`src/rtl/fwd_pkg.sv`:
```
// Shared types for the EX-stage forwarding and load-use hazard logic.
// Holds the operand-select encoding, the per-stage tracking entry and the writer test.
package fwd_pkg;

    localparam int REG_AW_DEF = 5;

    typedef enum logic [1:0] {
        FWD_RF  = 2'b00,
        FWD_MEM = 2'b01,
        FWD_WB  = 2'b10
    } fwd_sel_e;

    typedef struct packed {
        logic                  valid;
        logic [REG_AW_DEF-1:0] rd;
        logic                  rd_wen;
        logic                  is_load;
    } stage_entry_t;

    // x0 is hard-wired zero, so an instruction targeting it never
    // produces a value worth forwarding.
    function automatic logic is_writer(
        input logic                  valid,
        input logic                  rd_wen,
        input logic [REG_AW_DEF-1:0] rd
    );
        return valid & rd_wen & (rd != '0);
    endfunction

endpackage

```
`src/rtl/fwd_sel_gen.sv`:
```
// Priority operand-select for one EX operand: MEM over WB over regfile.
// Ports: ex_valid/rs/use_rs (EX consumer), mem_*/wb_* (producers), sel (mux code).
module fwd_sel_gen
    import fwd_pkg::*;
#(
    parameter int REG_AW = REG_AW_DEF
) (
    input  logic              ex_valid,
    input  logic [REG_AW-1:0] rs,
    input  logic              use_rs,
    input  logic              mem_wr,
    input  logic [REG_AW-1:0] mem_rd,
    input  logic              wb_wr,
    input  logic [REG_AW-1:0] wb_rd,
    output fwd_sel_e          sel
);

    // MEM holds the younger producer, so it wins when both match.
    always_comb begin
        sel = FWD_RF;
        if (ex_valid && use_rs) begin
            if (mem_wr && (mem_rd == rs)) begin
                sel = FWD_MEM;
            end else if (wb_wr && (wb_rd == rs)) begin
                sel = FWD_WB;
            end
        end
    end

endmodule

```
`src/rtl/fwd_hazard_unit.sv`:
```
// Tracks EX/MEM/WB destinations; drives EX forwarding selects and load-use stall.
// Ports: i_clk, i_rst (sync, active-high), i_id_* (decoded ID instr), i_flush,
//        o_fwd_a/o_fwd_b (00 rf, 01 EX/MEM, 10 MEM/WB), o_stall,
//        o_stall_cnt (only with FWD_HAZARD_STALL_CNT_EN defined).
module fwd_hazard_unit
    import fwd_pkg::*;
#(
    parameter int REG_AW = REG_AW_DEF
`ifdef FWD_HAZARD_STALL_CNT_EN
   ,parameter int CNT_W = 32
`endif
) (
    input  logic              i_clk,
    input  logic              i_rst,
    input  logic              i_id_valid,
    input  logic [REG_AW-1:0] i_id_rs1,
    input  logic [REG_AW-1:0] i_id_rs2,
    input  logic              i_id_use_rs1,
    input  logic              i_id_use_rs2,
    input  logic [REG_AW-1:0] i_id_rd,
    input  logic              i_id_rd_wen,
    input  logic              i_id_is_load,
    input  logic              i_flush,
    output logic [1:0]        o_fwd_a,
    output logic [1:0]        o_fwd_b,
    output logic              o_stall
`ifdef FWD_HAZARD_STALL_CNT_EN
   ,output logic [CNT_W-1:0]  o_stall_cnt
`endif
);

    stage_entry_t      ex_q;
    stage_entry_t      mem_q;
    stage_entry_t      wb_q;
    logic [REG_AW-1:0] ex_rs1_q;
    logic [REG_AW-1:0] ex_rs2_q;
    logic              ex_use1_q;
    logic              ex_use2_q;

    logic     ex_wr;
    logic     mem_wr;
    logic     wb_wr;
    fwd_sel_e sel_a;
    fwd_sel_e sel_b;

    // Load flags of the older stages matter only to the assertion below.
    logic [1:0] unused_ld;
    assign unused_ld = {mem_q.is_load, wb_q.is_load};

    assign ex_wr  = is_writer(ex_q.valid, ex_q.rd_wen, ex_q.rd);
    assign mem_wr = is_writer(mem_q.valid, mem_q.rd_wen, mem_q.rd);
    assign wb_wr  = is_writer(wb_q.valid, wb_q.rd_wen, wb_q.rd);

    always_ff @(posedge i_clk) begin
        if (i_rst) begin
            ex_q      <= '0;
            mem_q     <= '0;
            wb_q      <= '0;
            ex_rs1_q  <= '0;
            ex_rs2_q  <= '0;
            ex_use1_q <= 1'b0;
            ex_use2_q <= 1'b0;
        end else begin
            mem_q <= ex_q;
            wb_q  <= mem_q;
            // Flushed or stalled ID instruction leaves a bubble in EX.
            if (i_flush || o_stall) begin
                ex_q      <= '0;
                ex_rs1_q  <= '0;
                ex_rs2_q  <= '0;
                ex_use1_q <= 1'b0;
                ex_use2_q <= 1'b0;
            end else begin
                ex_q.valid   <= i_id_valid;
                ex_q.rd      <= i_id_rd;
                ex_q.rd_wen  <= i_id_rd_wen;
                ex_q.is_load <= i_id_is_load;
                ex_rs1_q     <= i_id_rs1;
                ex_rs2_q     <= i_id_rs2;
                ex_use1_q    <= i_id_use_rs1;
                ex_use2_q    <= i_id_use_rs2;
            end
        end
    end

    fwd_sel_gen #(.REG_AW(REG_AW)) u_sel_a (
        .ex_valid (ex_q.valid),
        .rs       (ex_rs1_q),
        .use_rs   (ex_use1_q),
        .mem_wr   (mem_wr),
        .mem_rd   (mem_q.rd),
        .wb_wr    (wb_wr),
        .wb_rd    (wb_q.rd),
        .sel      (sel_a)
    );

    fwd_sel_gen #(.REG_AW(REG_AW)) u_sel_b (
        .ex_valid (ex_q.valid),
        .rs       (ex_rs2_q),
        .use_rs   (ex_use2_q),
        .mem_wr   (mem_wr),
        .mem_rd   (mem_q.rd),
        .wb_wr    (wb_wr),
        .wb_rd    (wb_q.rd),
        .sel      (sel_b)
    );

    assign o_fwd_a = sel_a;
    assign o_fwd_b = sel_b;

    // Load data is not ready until MEM completes, so a dependent
    // instruction must wait one cycle and pick it up from WB.
    assign o_stall = i_id_valid & ex_wr & ex_q.is_load &
                     ((i_id_use_rs1 & (ex_q.rd == i_id_rs1)) |
                      (i_id_use_rs2 & (ex_q.rd == i_id_rs2)));

    // A load in MEM feeding EX means a stall was missed upstream.
    logic load_hit_mem;
    assign load_hit_mem = ex_q.valid & mem_wr & mem_q.is_load &
                          ((ex_use1_q & (mem_q.rd == ex_rs1_q)) |
                           (ex_use2_q & (mem_q.rd == ex_rs2_q)));

    a_no_load_in_mem: assert property (
        @(posedge i_clk) disable iff (i_rst) !load_hit_mem
    );

`ifdef FWD_HAZARD_STALL_CNT_EN
    always_ff @(posedge i_clk) begin
        if (i_rst) begin
            o_stall_cnt <= '0;
        end else if (o_stall && (o_stall_cnt != '1)) begin
            o_stall_cnt <= o_stall_cnt + 1'b1;
        end
    end
`endif

endmodule
```
`config.mk`:
```
export PLATFORM = sky130hd
export DESIGN_NAME = fwd_hazard_unit
export DESIGN_NICKNAME = d
export VERILOG_FILES = /design/src/rtl/fwd_pkg.sv /design/src/rtl/fwd_sel_gen.sv /design/src/rtl/fwd_hazard_unit.sv
export SDC_FILE = /design/constraint.sdc
export NUM_CORES = 1
export LEC_CHECK = 0
export ABC_AREA = 1
export ABC_CLOCK_PERIOD_IN_PS = 3200
export CAP_MARGIN = 0
export CORE_MARGIN = 10
export CORE_UTILIZATION = 45
export DETAILED_ROUTE_END_ITERATION = 6
export GPL_TIMING_DRIVEN = 0
export PLACE_DENSITY = 0.69
export SLEW_MARGIN = 5
export SYNTH_ARGS = -nofsm -noshare
export SYNTH_HDL_FRONTEND = slang
export SYNTH_HIERARCHICAL = 1
export SYNTH_SLANG_ARGS = --single-unit
```
`constraint.sdc`:
```
create_clock -name i_clk -period 3.2 [get_ports i_clk]
set_clock_uncertainty 0.05 [all_clocks]
set_input_delay 0.32 -clock i_clk [delete_from_list [all_inputs] [get_ports i_clk]]
set_output_delay 0.32 -clock i_clk [all_outputs]
set_load 0.005 [all_outputs]
```
==> results of run 1 <==
[routing by layer]
metal	wire length, um	up-vias	global-route usage (%)
li1	-	853	-
met5	0	-	0
met2	1470	30	18.6
met4	71	0	4.84
met1	1550	592	11.6
met3	230	7	4.86
[registers in the layout (all words and copies together) (netlist names)]
register	cells
wb_q	7
ex_use1_q	1
ex_use2_q	1
ex_rs1_q	5
mem_q	7
ex_q	8
ex_rs2_q	5
[cells in the final DEF (no fill, tap or decap)]
cell type,synthesis,final
sky130_fd_sc_hd__nor3_1,1,1
sky130_fd_sc_hd__inv_2,5,5
sky130_fd_sc_hd__clkdlybuf4s50_1,0,27
sky130_fd_sc_hd__nand3_1,10,10
sky130_fd_sc_hd__clkinvlp_4,0,1
sky130_fd_sc_hd__inv_1,64,64
sky130_fd_sc_hd__buf_6,2,2
sky130_fd_sc_hd__a21oi_1,2,2
sky130_fd_sc_hd__clkbuf_8,0,6
sky130_fd_sc_hd__dfxtp_1,34,34
sky130_fd_sc_hd__nand2_1,91,91
sky130_fd_sc_hd__nor2_1,55,55
sky130_fd_sc_hd__nand4_1,2,2
sky130_fd_sc_hd__nor2_2,8,8
sky130_fd_sc_hd__clkinv_2,0,1
sky130_fd_sc_hd__o311ai_0,1,1
sky130_fd_sc_hd__nand2_2,2,2
sky130_fd_sc_hd__clkbuf_1,1,1
[how the worst max path moves through the flow]
stage / startpoint / to / slack, ns / cells past startpoint
global placement: i_id_rs2[4] / o_stall / 0.97 / 10
detailed placement: i_id_rs1[4] / o_stall / 0.96 / 10
global route: mem_q[6]$_SDFF_PP0_ / o_fwd_b[1] / 0.71 / 10
CTS: mem_q[6]$_SDFF_PP0_ / o_fwd_b[1] / 0.84 / 10
finish: mem_q[6]$_SDFF_PP0_ / o_fwd_a[1] / 0.86 / 10
floorplan: mem_q[6]$_SDFF_PP0_ / o_fwd_a[1] / 1.75 / 9
[logic make-up (layout without fill, tap and decap cells)]
kind of cell | Yosys count | in the layout | share of synthesized area, %
compound gates | 3 | 3 | 1.13
simple gates | 169 | 169 | 40.8
buf+inv | 72 | 107 | 17.2
flops | 34 | 34 | 40.9
[worst max-delay path, stage by stage, from the launching register on]
cell and delay, ns:
sky130_fd_sc_hd__dfxtp_1 0.35, sky130_fd_sc_hd__inv_1 0.08, sky130_fd_sc_hd__nand3_1 0.07, sky130_fd_sc_hd__o311ai_0 0.27, sky130_fd_sc_hd__inv_1 0.10, sky130_fd_sc_hd__nand2_1 0.09
sky130_fd_sc_hd__nor2_2 0.05, sky130_fd_sc_hd__nand2_1 0.05, sky130_fd_sc_hd__nor2_1 0.04, sky130_fd_sc_hd__nor2_1 0.07, sky130_fd_sc_hd__clkdlybuf4s50_1 0.50
[synthesized netlist by cell type, drive strengths merged]
cell,count
a21oi,2
buf,2
clkbuf,1
dfxtp,34
inv,69
nand2,93
nand3,10
nand4,2
nor2,63
nor3,1
o311ai,1
[area by class of cell]
| class | count | area [um2] | share of cell area, % |
|---|---|---|---|
| clock inverter | 2 | 12.5 | 0.599 |
| tap | 48 | 60.1 | 2.88 |
| inverter | 69 | 259 | 12.4 |
| timing repair buffer | 27 | 270 | 12.9 |
| sequential | 34 | 681 | 32.6 |
| multi-input combinational | 172 | 697 | 33.4 |
| clock buffer | 6 | 82.6 | 3.95 |
| buffer | 3 | 26.3 | 1.26 |
[report_power, final]
part           internal, mW  leakage [nW]  switching, mW  total, mW
registers             0.437         0.278         0.0122      0.449
logic                0.0489         0.725         0.0473     0.0962
clock network         0.173        0.0472          0.151      0.324
total                 0.659          1.05          0.210      0.869
[stage by stage]
| stage | util [%] | total power, mW |
|---|---|---|
| after floorplan | - | 0.513 |
| after CTS | 57.9 | 0.881 |
| after global placement | 55.3 | 0.555 |
| after global routing | 57.9 | 0.908 |
| final | 57.9 | 0.869 |
| after detailed placement | 55.3 | 0.556 |
==> reports/summary.txt, run 1 <==
=================================================================================
Standard cell area after detailed placement ........................     1990 um2
Source-to-sink clock delay at the later pin of the worst-skew pair .      0.28 ns
Total of warnings raised by yosys ..................................            6
Maximum number of pins on one net before global-route repair .......           12
Post-synthesis instance area .......................................     1660 um2
Clock tree from TritonCTS ..........................................          yes
Number of max-capacitance violations reported ......................            0
Type of the tightest min-delay check ...............................      reg2reg
Maximum VDD drop ...................................................   0.000287 V
Fmax ...............................................................    0.428 GHz
Layout-stage area growth over the synthesis result .................        25.6%
Unrepaired setup endpoints after global routing ....................        false
Post-synthesis average cell area ...................................     5.98 um2
Number of nets with antenna violations after routing ...............            0
Max-slew violations ................................................            0
Sort of element at the start of the critical path ..................         flop
CTS Root Buffer Type ............................................... sky130_fd_sc_hd__clkbuf_8
Gpl congestion .....................................................        0.804
Synth Instances ....................................................          278
Total negative slack for setup checks ..............................         0 ns
Count of cells resized by post-cts repair ..........................            0
Headroom to the max-slew limit .....................................        71.5%
Data required time of the critical path ............................      2.83 ns
DRT Pass-1 Iters ...................................................            3
Most area-hungry cell type in the Yosys netlist .................... sky130_fd_sc_hd__dfxtp_1
Total track usage ..................................................        11.0%
Worst EP arrival ...................................................      1.97 ns
Die height .........................................................      80.8 um
Global-route wire length before repair .............................      5.63 mm
Kind of end point of the critical path ............................. primary output
# H-tree levels ....................................................            2
PwrDens ............................................................   416 nW/um2
Worst Path Max Fanout ..............................................            5
Port Buffers .......................................................           27
Core area ..........................................................     3610 um2
Number of antenna diodes ...........................................            0
Congestion Overflow GR .............................................            0
Fraction of post-synthesis cell area in the top cell type by area ..        40.9%
Via count of the first global-routing pass .........................        1,421
Count of hold buffers inserted by post-cts repair ..................            0
Summed area of non-filler cells in the final layout ................     2090 um2
Endpoint of the most critical register-to-register path ............ ex_rs2_q[1]$_SDFF_PP0_
Starting utilization of the core area ..............................        46.1%
Layout fillers .....................................................          372
Max Buffers Root-to-Sink ...........................................            2
Library cells used by synthesis ....................................           14
Detailed Route Iter0 Violations ....................................           21
Category of the critical setup timing path .........................      reg2out
Run status ......................................................... finished clean
Pin slew with the least headroom to its limit ......................     0.427 ns
Final-report hold violation count ..................................            0
CTS buffer count ...................................................            5
Floorplan die width ................................................      80.8 um
Flip-flop and latch count after synthesis ..........................           34
Worst Min Path Start ............................................... mem_q[7]$_SDFF_PP0_
Via/cell ratio .....................................................         4.11
Post-route minimum period ..........................................      2.34 ns
Buffer count from post-CTS setup fixing ............................            0
Total Die Area .....................................................     6530 um2
Reg clk slew, reported paths .......................................      0.07 ns
Finished Layout Cells ..............................................          361
Sequential area share after synthesis ..............................        40.9%
Reg2reg setup slack ................................................      1.87 ns
Hold Path Stages ...................................................            2
Residual DRC .......................................................            0
Dominant cells by area after synthesis ............................. sky130_fd_sc_hd__dfxtp_1 (41%), sky130_fd_sc_hd__nand2_1 (21%), sky130_fd_sc_hd__inv_1 (14%)
Ratio of cells with drive above 1 in the final layout ..............        7.99%
Hold endpoint ...................................................... wb_q[7]$_SDFF_PP0_
Wire length per cell after detailed routing ........................      9.20 um
Number of placed cells counting well taps ..........................          353
Final nets .........................................................          335
Wire length reported by the detailed router ........................      3.32 mm
Cell Rows ..........................................................           22
Logic depth of the worst register-to-register path .................           10
Setup Viol. Count Final ............................................            0
Leakage Power ......................................................      1.05 nW
Total clock sinks ..................................................           34
Reg2Reg Launch Point ............................................... ex_q[6]$_SDFF_PP0_
Synthesized net count ..............................................          301
Final worst hold slack .............................................     0.381 ns
Fraction of the cycle the final worst path needs ...................        73.0%
Via count ..........................................................        1,482
Pre-CTS WS .........................................................     0.964 ns
Initial antenna violation count ....................................            0
Half-perimeter wire length after detailed placement ................      2.73 mm
PnR worst setup slack ..............................................     0.864 ns
Top-level port count ...............................................           28
=================================================================================
Power figures use the tool's default switching activity.
==> run 2: changes to the inputs <==
Settings changed: ABC_CLOCK_PERIOD_IN_PS 3200 to 1980, PLACE_DENSITY 0.69 to 0.72.
Clock period 3.2 ns to 1.98 ns, I/O delays scaled along.
==> run 2 against run 1 <==
  * Die area unchanged
  * Design area up 2.3%
  * Utilization up 1.3 points
  * Sequential power up 61%
  * Non-clock buffer count up 2
  * First-iteration DRC count up 24%
  * Worst hold slack worse by 0.00099 ns
==> reports/summary.txt, run 2 (synthesis results as in run 1) <==
=================================================================================
Run status ......................................................... finished clean
Residual DRC .......................................................            0
Top-level port count ...............................................           28
PwrDens ............................................................   655 nW/um2
Layout-stage area growth over the synthesis result .................        28.4%
Sw Ratio ...........................................................        23.8%
Headroom to the max-slew limit .....................................        71.0%
Internal Pwr Total .................................................      1.07 mW
Initial antenna violation count ....................................            0
Maximum VDD drop ...................................................   0.000422 V
Total Die Area .....................................................     6530 um2
Wire length reported by the detailed router ........................      3.40 mm
Number of flip-flops in the largest register .......................            8
Final-report hold violation count ..................................            0
Number of antenna diodes ...........................................            0
Type of the tightest min-delay check ...............................       in2reg
DRT Pass-1 Iters ...................................................            4
Most frequent cells in the layout .................................. sky130_fd_sc_hd__nand2_1 (91), sky130_fd_sc_hd__inv_1 (61), sky130_fd_sc_hd__nor2_1 (54), sky130_fd_sc_hd__dfxtp_1 (23), sky130_fd_sc_hd__clkdlybuf4s50_1 (22)
Cell breakdown of the critical path ................................ inv_2, nand3_2, o311ai_2, inv_1, nand2_1, nor2_2, nand2_1, nor2_1, nor2_1, dlygate4sd2_1
Via count of the first global-routing pass .........................        1,484
Port Buffers .......................................................           27
Overall power consumption ..........................................      1.40 mW
Congestion Overflow GR .............................................            0
Via count ..........................................................        1,502
CTS buffer count ...................................................            5
Cell Rows ..........................................................           22
Source-to-sink clock delay at the later pin of the worst-skew pair .      0.27 ns
# H-tree levels ....................................................            2
Total track usage ..................................................        11.5%
CTS Root Buffer Type ............................................... sky130_fd_sc_hd__clkbuf_8
Total clock sinks ..................................................           34
Ratio of cells with drive above 1 in the final layout ..............        14.3%
Most common library cell in the layout ignoring fill and taps ...... sky130_fd_sc_hd__nand2_1
Number of max-capacitance violations reported ......................            0
Leakage Power ......................................................      1.09 nW
Crit-path slowest cell ............................................. sky130_fd_sc_hd__dfxtp_4
Count of hold buffers inserted by post-cts repair ..................            0
Combinational power share ..........................................        11.5%
Via/cell ratio .....................................................         4.14
Worst EP arrival ...................................................      1.62 ns
Final core utilization .............................................        59.2%
Gpl congestion .....................................................        0.846
Max Buffers Root-to-Sink ...........................................            2
Switch Pwr .........................................................     0.333 mW
Delay of the slowest cell on the worst path ........................      0.35 ns
Core area ..........................................................     3610 um2
Pin slew with the least headroom to its limit ......................     0.435 ns
Clock tree from TritonCTS ..........................................          yes
Final worst hold slack .............................................     0.380 ns
Sort of element at the start of the critical path ..................         flop
Post-route minimum period ..........................................      1.87 ns
Max-slew violations ................................................            0
Worst Path Max Fanout ..............................................            2
Total negative slack for setup checks ..............................         0 ns
Fmax ...............................................................    0.535 GHz
Most flops, register ...............................................         ex_q
Kind of end point of the critical path ............................. primary output
Sequential power share .............................................        51.9%
Setup Viol. Count Final ............................................            0
Fraction of the cycle the final worst path needs ...................        94.4%
Detailed Route Iter0 Violations ....................................           26
Reg clk slew, reported paths .......................................      0.07 ns
Portion of total power attributed to the clock network .............        36.6%
Floorplan die width ................................................      80.8 um
Data required time of the critical path ............................      1.73 ns
Global-route wire length before repair .............................      5.98 mm
Die height .........................................................      80.8 um
Starting utilization of the core area ..............................        46.1%
Number of nets with antenna violations after routing ...............            0
Category of the critical setup timing path .........................      reg2out
Half-perimeter wire length after detailed placement ................      2.74 mm
Regs by FF count ................................................... ex_q x8, mem_q x7, wb_q x7
Maximum number of pins on one net before global-route repair .......           12
Wire length per cell after detailed routing ........................      9.37 um
Final nets .........................................................          337
=================================================================================
[run 2: layout make-up]
| class | count | area, um2 |
|---|---|---|
| Clock buffer | 6 | 82.6 |
| Inverter | 69 | 259 |
| Timing Repair Buffer | 29 | 280 |
| Buffer | 3 | 26.3 |
| Fill cell | 354 | 1470 |
| Multi-Input combinational cell | 172 | 716 |
| Clock inverter | 2 | 12.5 |
| Tap cell | 48 | 60.1 |
| Sequential cell | 34 | 699 |
[run 2: worst paths after layout]
check / from / end / slack (ns) / cells past startpoint
worst max-delay path: mem_q[6]$_SDFF_PP0_ / o_fwd_b[1] / 0.11 / 10
worst min-delay path: i_id_rd[3] / ex_q[5]$_SDFF_PP0_ / 0.38 / 3
worst max register to register: ex_q[6]$_SDFF_PP0_ / ex_rs2_q[4]$_SDFF_PP0_ / 0.63 / 10
worst min register to register: ex_q[1]$_SDFF_PP0_ / mem_q[1]$_SDFF_PP0_ / 0.39 / 2
[run 2: stage by stage]
stage | std cells | area (um2) | worst slack (ns)
floorplan | 278 | 1660 | 0.647
global placement | 353 | 1990 | 0.000376
detailed placement | 353 | 1990 | -0.0123
CTS | 361 | 2100 | 0.0892
global route | 363 | 2140 | -0.0218
finish | 363 | 2140 | 0.111
[run 2: per-layer routing]
metal  track usage [%]  vias up  wire length [um]
met2              19.7       33              1570
met1              12.1      603              1540
met4              5.19        0                39
met5                 0        -                 0
li1                  -      862                 -
met3              4.75        4               249
[run 2: worst max-delay path: cells and delay by family (launching register included)]
kind,cells,cell delay [ns]
flops,1,0.35
simple gates,6,0.37
buf+inv,3,0.37
compound gates,1,0.26
[run 2: power by group through the flow]
stage / Combinational (mW) / Sequential, mW / Clock [mW]
global placement: 0.155 / 0.741 / 0
CTS: 0.159 / 0.725 / 0.527
global route: 0.185 / 0.728 / 0.557
finish: 0.161 / 0.725 / 0.512
detailed placement: 0.158 / 0.742 / 0
floorplan: 0.0922 / 0.736 / 0
[run 2: repair_timing]
action                     in CTS  in global routing
setup endpoints to repair       5                  4
setup buffers                   0                  2
resized for setup              17                 10
pin swaps                       1                  2
